## src/rtl/cnmi_phase_sequencer.sv

```systemverilog
// -----------------------------------------------------------------------------
// cnmi_phase_sequencer
//
// Produces the CNMI machine-cycle state that the CNMI phase decoder consumes.
// It synchronises the NMI pin and latches one pending request per falling
// edge. At the next instruction boundary it starts the CNMI cycle. It then
// steps the XPT phase counter 1..XPT_LAST and retires the cycle from the
// decoder's terminal strobes. It also saves and clears IFF1/IFF2 on NMI entry.
//
// Ports
//   CLK, notRESET     clock (rising edge), asynchronous active-low reset
//   notNMI_pin        asynchronous NMI request, falling-edge triggered
//   M1_END            instruction boundary; a pending NMI is taken here
//   STEP              phase advance enable (low = wait state)
//   PR_Reset_XPT      terminal strobe: return XPT to 0
//   P2_Reset_CNMI     terminal strobe: end the CNMI cycle
//   P2_Set_CM1        terminal strobe: request the next M1 fetch
//   M1_ACK            fetch unit accepted the M1 request (clears CM1)
//   EI, DI, RETN      interrupt-enable update strobes
//   XPT / notXPT      phase counter and its registered complement
//   notCNMI           low while the CNMI cycle is active
//   CM1               next cycle is M1
//   NMI_PENDING       request latched, not yet serviced
//   IFF1, IFF2        interrupt enable flip-flops
//   ERR               sticky protocol-violation flag
// -----------------------------------------------------------------------------
module cnmi_phase_sequencer #(
  parameter int unsigned XPT_LAST    = 10,
  parameter int unsigned SYNC_STAGES = 2
) (
  input  logic       CLK,
  input  logic       notRESET,
  input  logic       notNMI_pin,
  input  logic       M1_END,
  input  logic       STEP,
  input  logic       PR_Reset_XPT,
  input  logic       P2_Reset_CNMI,
  input  logic       P2_Set_CM1,
  input  logic       M1_ACK,
  input  logic       EI,
  input  logic       DI,
  input  logic       RETN,
  output logic [3:0] XPT,
  output logic [3:0] notXPT,
  output logic       notCNMI,
  output logic       CM1,
  output logic       NMI_PENDING,
  output logic       IFF1,
  output logic       IFF2,
  output logic       ERR
);

  localparam logic [3:0] XPT_END = 4'(XPT_LAST);

  typedef enum logic [1:0] {IDLE, PENDING, ACTIVE} phase_e;

  // Synchroniser, edge detector and warm-up qualifier.
  logic [SYNC_STAGES-1:0] sync_q;
  logic [SYNC_STAGES:0]   vld_q;
  logic                   pin_prev_q;
  logic                   nmi_fall;

  // Architectural state and its next values.
  logic [3:0] xpt_q, xpt_d, nxpt_q;
  logic       cnmi_n_q, cnmi_n_d;
  logic       cm1_q, cm1_d;
  logic       pend_q, pend_d;
  logic       iff1_q, iff1_d;
  logic       iff2_q, iff2_d;
  logic       err_q, err_d;

  phase_e phase;
  logic   entry, at_term, term_step, strobe_any;

  // ---------------------------------------------------------------------------
  // State register
  // ---------------------------------------------------------------------------
  // NOTE: sequential state uses non-blocking assignments so every register
  // samples pre-edge values, independent of statement order.
  always_ff @(posedge CLK or negedge notRESET) begin
    if (!notRESET) begin
      // NOTE: the sync chain resets to the idle (high) pin level. vld_q marks
      // which stages hold real pin samples, so a pin that is already low at
      // release never looks like a falling edge.
      sync_q     <= '1;
      vld_q      <= '0;
      pin_prev_q <= 1'b1;
      xpt_q      <= 4'h0;
      nxpt_q     <= 4'hF;
      cnmi_n_q   <= 1'b1;
      cm1_q      <= 1'b0;
      pend_q     <= 1'b0;
      iff1_q     <= 1'b0;
      iff2_q     <= 1'b0;
      err_q      <= 1'b0;
    end else begin
      sync_q     <= {sync_q[SYNC_STAGES-2:0], notNMI_pin};
      vld_q      <= {vld_q[SYNC_STAGES-1:0], 1'b1};
      pin_prev_q <= sync_q[SYNC_STAGES-1];
      xpt_q      <= xpt_d;
      nxpt_q     <= ~xpt_d;  // complement comes from the same next value, so it is never skewed
      cnmi_n_q   <= cnmi_n_d;
      cm1_q      <= cm1_d;
      pend_q     <= pend_d;
      iff1_q     <= iff1_d;
      iff2_q     <= iff2_d;
      err_q      <= err_d;
    end
  end

  // ---------------------------------------------------------------------------
  // Next-state logic
  // ---------------------------------------------------------------------------
  // Falling edge on the last stage. The edge is only valid once the previous
  // sample is a real pin sample, not a reset value.
  assign nmi_fall = vld_q[SYNC_STAGES] & pin_prev_q & ~sync_q[SYNC_STAGES-1];

  // NOTE: every always_comb output gets a default first, so no path can
  // leave one unassigned and infer a latch.
  always_comb begin
    phase = IDLE;
    if (!cnmi_n_q)   phase = ACTIVE;
    else if (pend_q) phase = PENDING;

    entry      = (phase == PENDING) && M1_END;
    at_term    = (phase == ACTIVE) && (xpt_q == XPT_END);
    term_step  = at_term && STEP;
    strobe_any = PR_Reset_XPT | P2_Reset_CNMI | P2_Set_CM1;

    xpt_d    = xpt_q;
    cnmi_n_d = cnmi_n_q;
    cm1_d    = cm1_q;
    pend_d   = pend_q;
    iff1_d   = iff1_q;
    iff2_d   = iff2_q;
    err_d    = err_q;

    if (entry) begin
      cnmi_n_d = 1'b0;
      xpt_d    = 4'd1;
      pend_d   = 1'b0;
    end else if (phase == ACTIVE && STEP) begin
      if (xpt_q < XPT_END)   xpt_d = xpt_q + 4'd1;
      else if (PR_Reset_XPT) xpt_d = 4'd0;
      else                   err_d = 1'b1;  // stepping past the last phase: hold
    end

    // A new edge always queues a request. Edges that arrive while a request
    // is already pending merge into it.
    if (nmi_fall) pend_d = 1'b1;

    if (term_step && P2_Reset_CNMI) cnmi_n_d = 1'b0 | 1'b1;

    // Set takes priority over the acknowledge.
    if (term_step && P2_Set_CM1) cm1_d = 1'b1;
    else if (M1_ACK)             cm1_d = 1'b0;

    // Terminal strobes outside the final ACTIVE phase are ignored and flagged.
    if (strobe_any && !at_term) err_d = 1'b1;

    if (entry) begin
      iff2_d = iff1_q;
      iff1_d = 1'b0;
    end else if (DI) begin
      iff1_d = 1'b0;
      iff2_d = 1'b0;
    end else if (EI) begin
      iff1_d = 1'b1;
      iff2_d = 1'b1;
    end else if (RETN) begin
      iff1_d = iff2_q;
    end
  end

  // ---------------------------------------------------------------------------
  // Outputs
  // ---------------------------------------------------------------------------
  always_comb begin
    XPT         = xpt_q;
    notXPT      = nxpt_q;
    notCNMI     = cnmi_n_q;
    CM1         = cm1_q;
    NMI_PENDING = pend_q;
    IFF1        = iff1_q;
    IFF2        = iff2_q;
    ERR         = err_q;
  end

endmodule

```

## config.mk

```make
export PLATFORM = sky130hd
export DESIGN_NAME = cnmi_phase_sequencer
export DESIGN_NICKNAME = d
export VERILOG_FILES = /design/src/rtl/cnmi_phase_sequencer.sv
export SDC_FILE = /design/constraint.sdc
export NUM_CORES = 1
export LEC_CHECK = 0
export CELL_PAD_IN_SITES_DETAIL_PLACEMENT = 1
export CELL_PAD_IN_SITES_GLOBAL_PLACEMENT = 2
export CORE_MARGIN = 1
export CORE_UTILIZATION = 28
export CTS_CLUSTER_DIAMETER = 60
export DETAILED_ROUTE_END_ITERATION = 8
export PLACE_DENSITY = 0.78
export SLEW_MARGIN = 20
export SYNTH_ARGS = -nofsm -noshare
export SYNTH_HDL_FRONTEND = slang
export SYNTH_SLANG_ARGS = --single-unit
```

## constraint.sdc

```tcl
create_clock -name CLK -period 1.7 [get_ports CLK]
set_clock_uncertainty 0.15 [all_clocks]
set_input_delay 0.255 -clock CLK [delete_from_list [all_inputs] [get_ports CLK]]
set_output_delay 0.255 -clock CLK [all_outputs]
set_load 0.005 [all_outputs]
```

==> out/results.txt <==
The run finished with clean final reports. The kind of cell with the highest combined delay along the critical path is buffers and inverters. The post-detailed-route DRC marker count is 0, and the fraction of the mapped netlist area in simple logic gates is 0.1250.

Entering global routing, the biggest net connects 21 pins. The path class of the tightest hold or removal check is in2async. At the later pin of the worst-skew pair, clock insertion delay measures 300 ps.

The class of the most critical setup path is reg2out. Synthesis produced a netlist with a net count of 81. Synthesis produced a netlist whose cell count is 67. Setup slack on the worst reg-to-reg path comes out at 90 ps.

The initial core utilization came out at 0.2940. The remaining antenna violation count is 0, and the initial DRC count is 7. In this run the cell area of the synthesized design comes to 810.8 sq um.

The number of port buffers works out to 25. The worst flop-to-flop path startpoint is XPT[0]. Dividing total power by cell area gives a power density of 1482 nW/um^2. The ratio of final minimum period to clock period works out to 0.9667.

The number of failing setup endpoints in the final timing report was 0. At the worst endpoint, the required time is 1290 ps. The worst register-to-register path ends at ERR.

In this run the cell area measured after placement is 1126 sq um. The total count of hold-check failures in the final report was 0; the die span in y was 55.81 microns. The sequential cell area fraction in the yosys report is 0.6296, and the average wire per cell in the routed design is 14.19 microns. After routing the design area is 1220 sq um. VDD sags by at most 0.7030 mV. The tree is rooted in a sky130_fd_sc_hd__clkbuf_4.

The fmax is 0.6085 GHz, and the last weighted congestion value of the routability-driven placer is 0.8016. The number of distinct standard cells referenced by the synthesized netlist came out at 29. The max-slew violation count came out at 0. The XOR/XNOR share of the synthesized area came out at 0.

The highest net fanout along the worst path was 6. The layout-stage area growth over the synthesis result works out to 50.46%. The number of hold buffers added after CTS was 0. After synthesis the netlist holds a flip-flop and latch count of 20. Setup repair after global routing left no endpoint under its margin.

For the via count of the first global-routing pass, the log shows 750. STA classifies the critical path endpoint as a primary output. Counting tap cells, the placed design contains a total of 126 instances. The maximum cell stage delay along the critical path is 510 ps, and the count of nets after finishing is 120. TritonCTS built the clock tree. The complex-gate fraction of the synthesized area is 0.1836, and the area of the die is 3115 sq um. The first global-routing pass estimated 3312 microns of wire. The smallest clock period supported by the final layout is computed as 1643 ps.

The worst setup path is launched from a flop. The fraction of the mapped netlist area in adder cells was 0.03086; the number of buffers added by the clock tree synthesis step was 3. Once detailed placement completed, the half-perimeter wirelength came to 1398 microns.

The signal on the critical path passes through clkdlybuf4s50_1. Fraction of layout cells with a size suffix above 1: 0.2381. For the antenna diode instance count, the log shows 0.

Across the run, the number of max-cap violations was 0. For this block, the via count after detailed routing is 681. The library cell used most frequently in the layout, excluding fill and tap cells, is sky130_fd_sc_hd__clkdlybuf4s50_1. The final non-filler cell total came out at 136. The tools report the global-route usage over all layers as 0.1364. Main combinational cell family by area after synthesis: compound AO/OA/AOI/OAI gates.

The placeable core region was 2758 sq um. The logs give 0 for the number of antenna violations at the first check in global routing and 0 for the total grt overflow. The tools report the static power due to leakage as 0.5127 nW.

The multiplexer fraction of the synthesized cell area is 0.01235, and the maximum buffer depth of the clock tree is 2. The mean cell area of the mapped netlist works out to 12.10 sq um. Setup total negative slack on the finished layout was measured at 0 ps. The floorplan has 19 rows. Among all stages on the critical path, the largest delay is contributed by sky130_fd_sc_hd__clkdlybuf4s50_1. The number of clock sinks was 20. Using the TritonRoute via totals, the vias-per-cell ratio works out to 5.007.

At the worst endpoint, the arrival time is 1240 ps. The Yosys step of the flow raised 0 warnings. The combined buffer and inverter count along the critical path is 1. The first detailed-routing pass ran for 2 iterations. The wire length after detailed routing was 1930 microns; the logic depth of the worst register-to-register path was 6. Final hold analysis gives a worst-case slack of 131.1 ps.

In the layout the commonest cells are 19 x sky130_fd_sc_hd__clkdlybuf4s50_1, 10 x sky130_fd_sc_hd__buf_4, 9 x sky130_fd_sc_hd__dfrtp_1. The die is 55.81 microns wide. The tools report the number of H-tree branching levels as 1. In this run the count of I/O pins placed on the die edge is 26.

The clock slew seen by the registers of the worst setup and hold paths works out to 120 ps.
==> registers in the layout (all words and copies together) (netlist names), 2 cells and up <==
signal,count
vld_q,3
notXPT,4
XPT,4
sync_q,2
==> area by class of cell <==
type	instances	area, sq um
inverters	2	7.507
repair buffers	35	317.8
well taps	31	38.79
flip-flops and latches	20	514.2
clock inverters	1	30.03
fillers	299	1538
clock buffers	3	22.52
multi-input cells	44	289.0
==> synth_stat cells <==
| cell type | n | area (sq um) |
|---|---|---|
| sky130_fd_sc_hd__a211o_1 | 1 | 8.760 |
| sky130_fd_sc_hd__a211oi_1 | 2 | 15.01 |
| sky130_fd_sc_hd__a21boi_0 | 1 | 7.510 |
| sky130_fd_sc_hd__a22o_1 | 2 | 17.52 |
| sky130_fd_sc_hd__a41oi_1 | 1 | 8.760 |
| sky130_fd_sc_hd__and3_1 | 1 | 6.260 |
| sky130_fd_sc_hd__clkbuf_1 | 1 | 3.750 |
| sky130_fd_sc_hd__conb_1 | 1 | 3.750 |
| sky130_fd_sc_hd__dfrtp_1 | 12 | 300.3 |
| sky130_fd_sc_hd__dfstp_2 | 8 | 210.2 |
| sky130_fd_sc_hd__ha_1 | 2 | 25.02 |
| sky130_fd_sc_hd__inv_1 | 2 | 7.510 |
| sky130_fd_sc_hd__mux2i_1 | 1 | 10.01 |
| sky130_fd_sc_hd__nand2_1 | 4 | 15.01 |
| sky130_fd_sc_hd__nand2b_1 | 1 | 6.260 |
| sky130_fd_sc_hd__nand3_1 | 2 | 10.01 |
| sky130_fd_sc_hd__nand3b_1 | 1 | 7.510 |
| sky130_fd_sc_hd__nor2_1 | 4 | 15.01 |
| sky130_fd_sc_hd__nor2b_1 | 2 | 12.51 |
| sky130_fd_sc_hd__nor3_1 | 3 | 15.01 |
| sky130_fd_sc_hd__o211ai_1 | 2 | 15.01 |
| sky130_fd_sc_hd__o21a_1 | 3 | 22.52 |
| sky130_fd_sc_hd__o21ai_0 | 3 | 15.01 |
| sky130_fd_sc_hd__o21ai_1 | 1 | 5.000 |
| sky130_fd_sc_hd__o31a_1 | 1 | 8.760 |
| sky130_fd_sc_hd__o31ai_1 | 2 | 15.01 |
| sky130_fd_sc_hd__o32a_1 | 1 | 10.01 |
| sky130_fd_sc_hd__or2b_1 | 1 | 7.510 |
| sky130_fd_sc_hd__or3_1 | 1 | 6.260 |
==> worst max path at each step <==
| stage | start | end | slack (ps) | cells past startpoint |
|---|---|---|---|---|
| 6_report | XPT[1] | XPT[1] | 60 | 1 |
| 5_1_grt | XPT[1] | XPT[1] | 8 | 1 |
| 4_1_cts | XPT[1] | XPT[1] | 5 | 1 |
| 3_5_place_dp | PR_Reset_XPT | XPT[1] | 10 | 5 |
| 3_3_place_gp | PR_Reset_XPT | notXPT[1] | 20 | 5 |
| 2_1_floorplan | XPT[0] | ERR | 220 | 5 |
==> worst register-to-register path: stages, from the launching register on <==
cell and delay, ps:
sky130_fd_sc_hd__dfrtp_1 390, sky130_fd_sc_hd__buf_4 130, sky130_fd_sc_hd__inv_1 50, sky130_fd_sc_hd__ha_1 140, sky130_fd_sc_hd__nand3b_1 110, sky130_fd_sc_hd__o32a_1 180, sky130_fd_sc_hd__or3_1 350
==> stage by stage <==
| stage | utilization | total power [mW] | setup slack, ps |
|---|---|---|---|
| after CTS | 0.4342 | 1.790 | 4.966 |
| after global placement | 0.4083 | 1.367 | 17.07 |
| final | 0.4424 | 1.808 | 56.64 |
| after detailed placement | 0.4083 | 1.386 | 10.28 |
| after floorplan | - | 1.008 | 221.2 |
| after global routing | 0.4424 | 1.935 | 8.485 |
==> metal layers <==
layer  vias up  global-route usage  wire (microns)
met3         2             0.02558              86
met1       343              0.1821             906
met4         0             0.06272              19
met2        18              0.2151             918
li1        318                   -               -
met5         -                   0               0
==> timing repair <==
item / CTS / global route
resized for setup: 9 / 0
buffers inserted: 3 / 3
setup endpoints to repair: 9 / 2
==> power by group <==
group	total, mW	internal [mW]	switching [mW]
Combinational	0.714	0.408	0.306
Clock	0.386	0.238	0.148
Sequential	0.708	0.640	0.0679
==> cell families (layout without fill, tap and decap cells) <==
logic type	after synthesis	in the layout
AOI/OAI and AO/OA	20	20
DFF	20	20
and+or+nand+nor	20	20
buffers and inverters	3	41
adders and majority gates	2	2
other	1	1
muxes	1	1
Note: power is estimated with default switching activity, not from simulation.
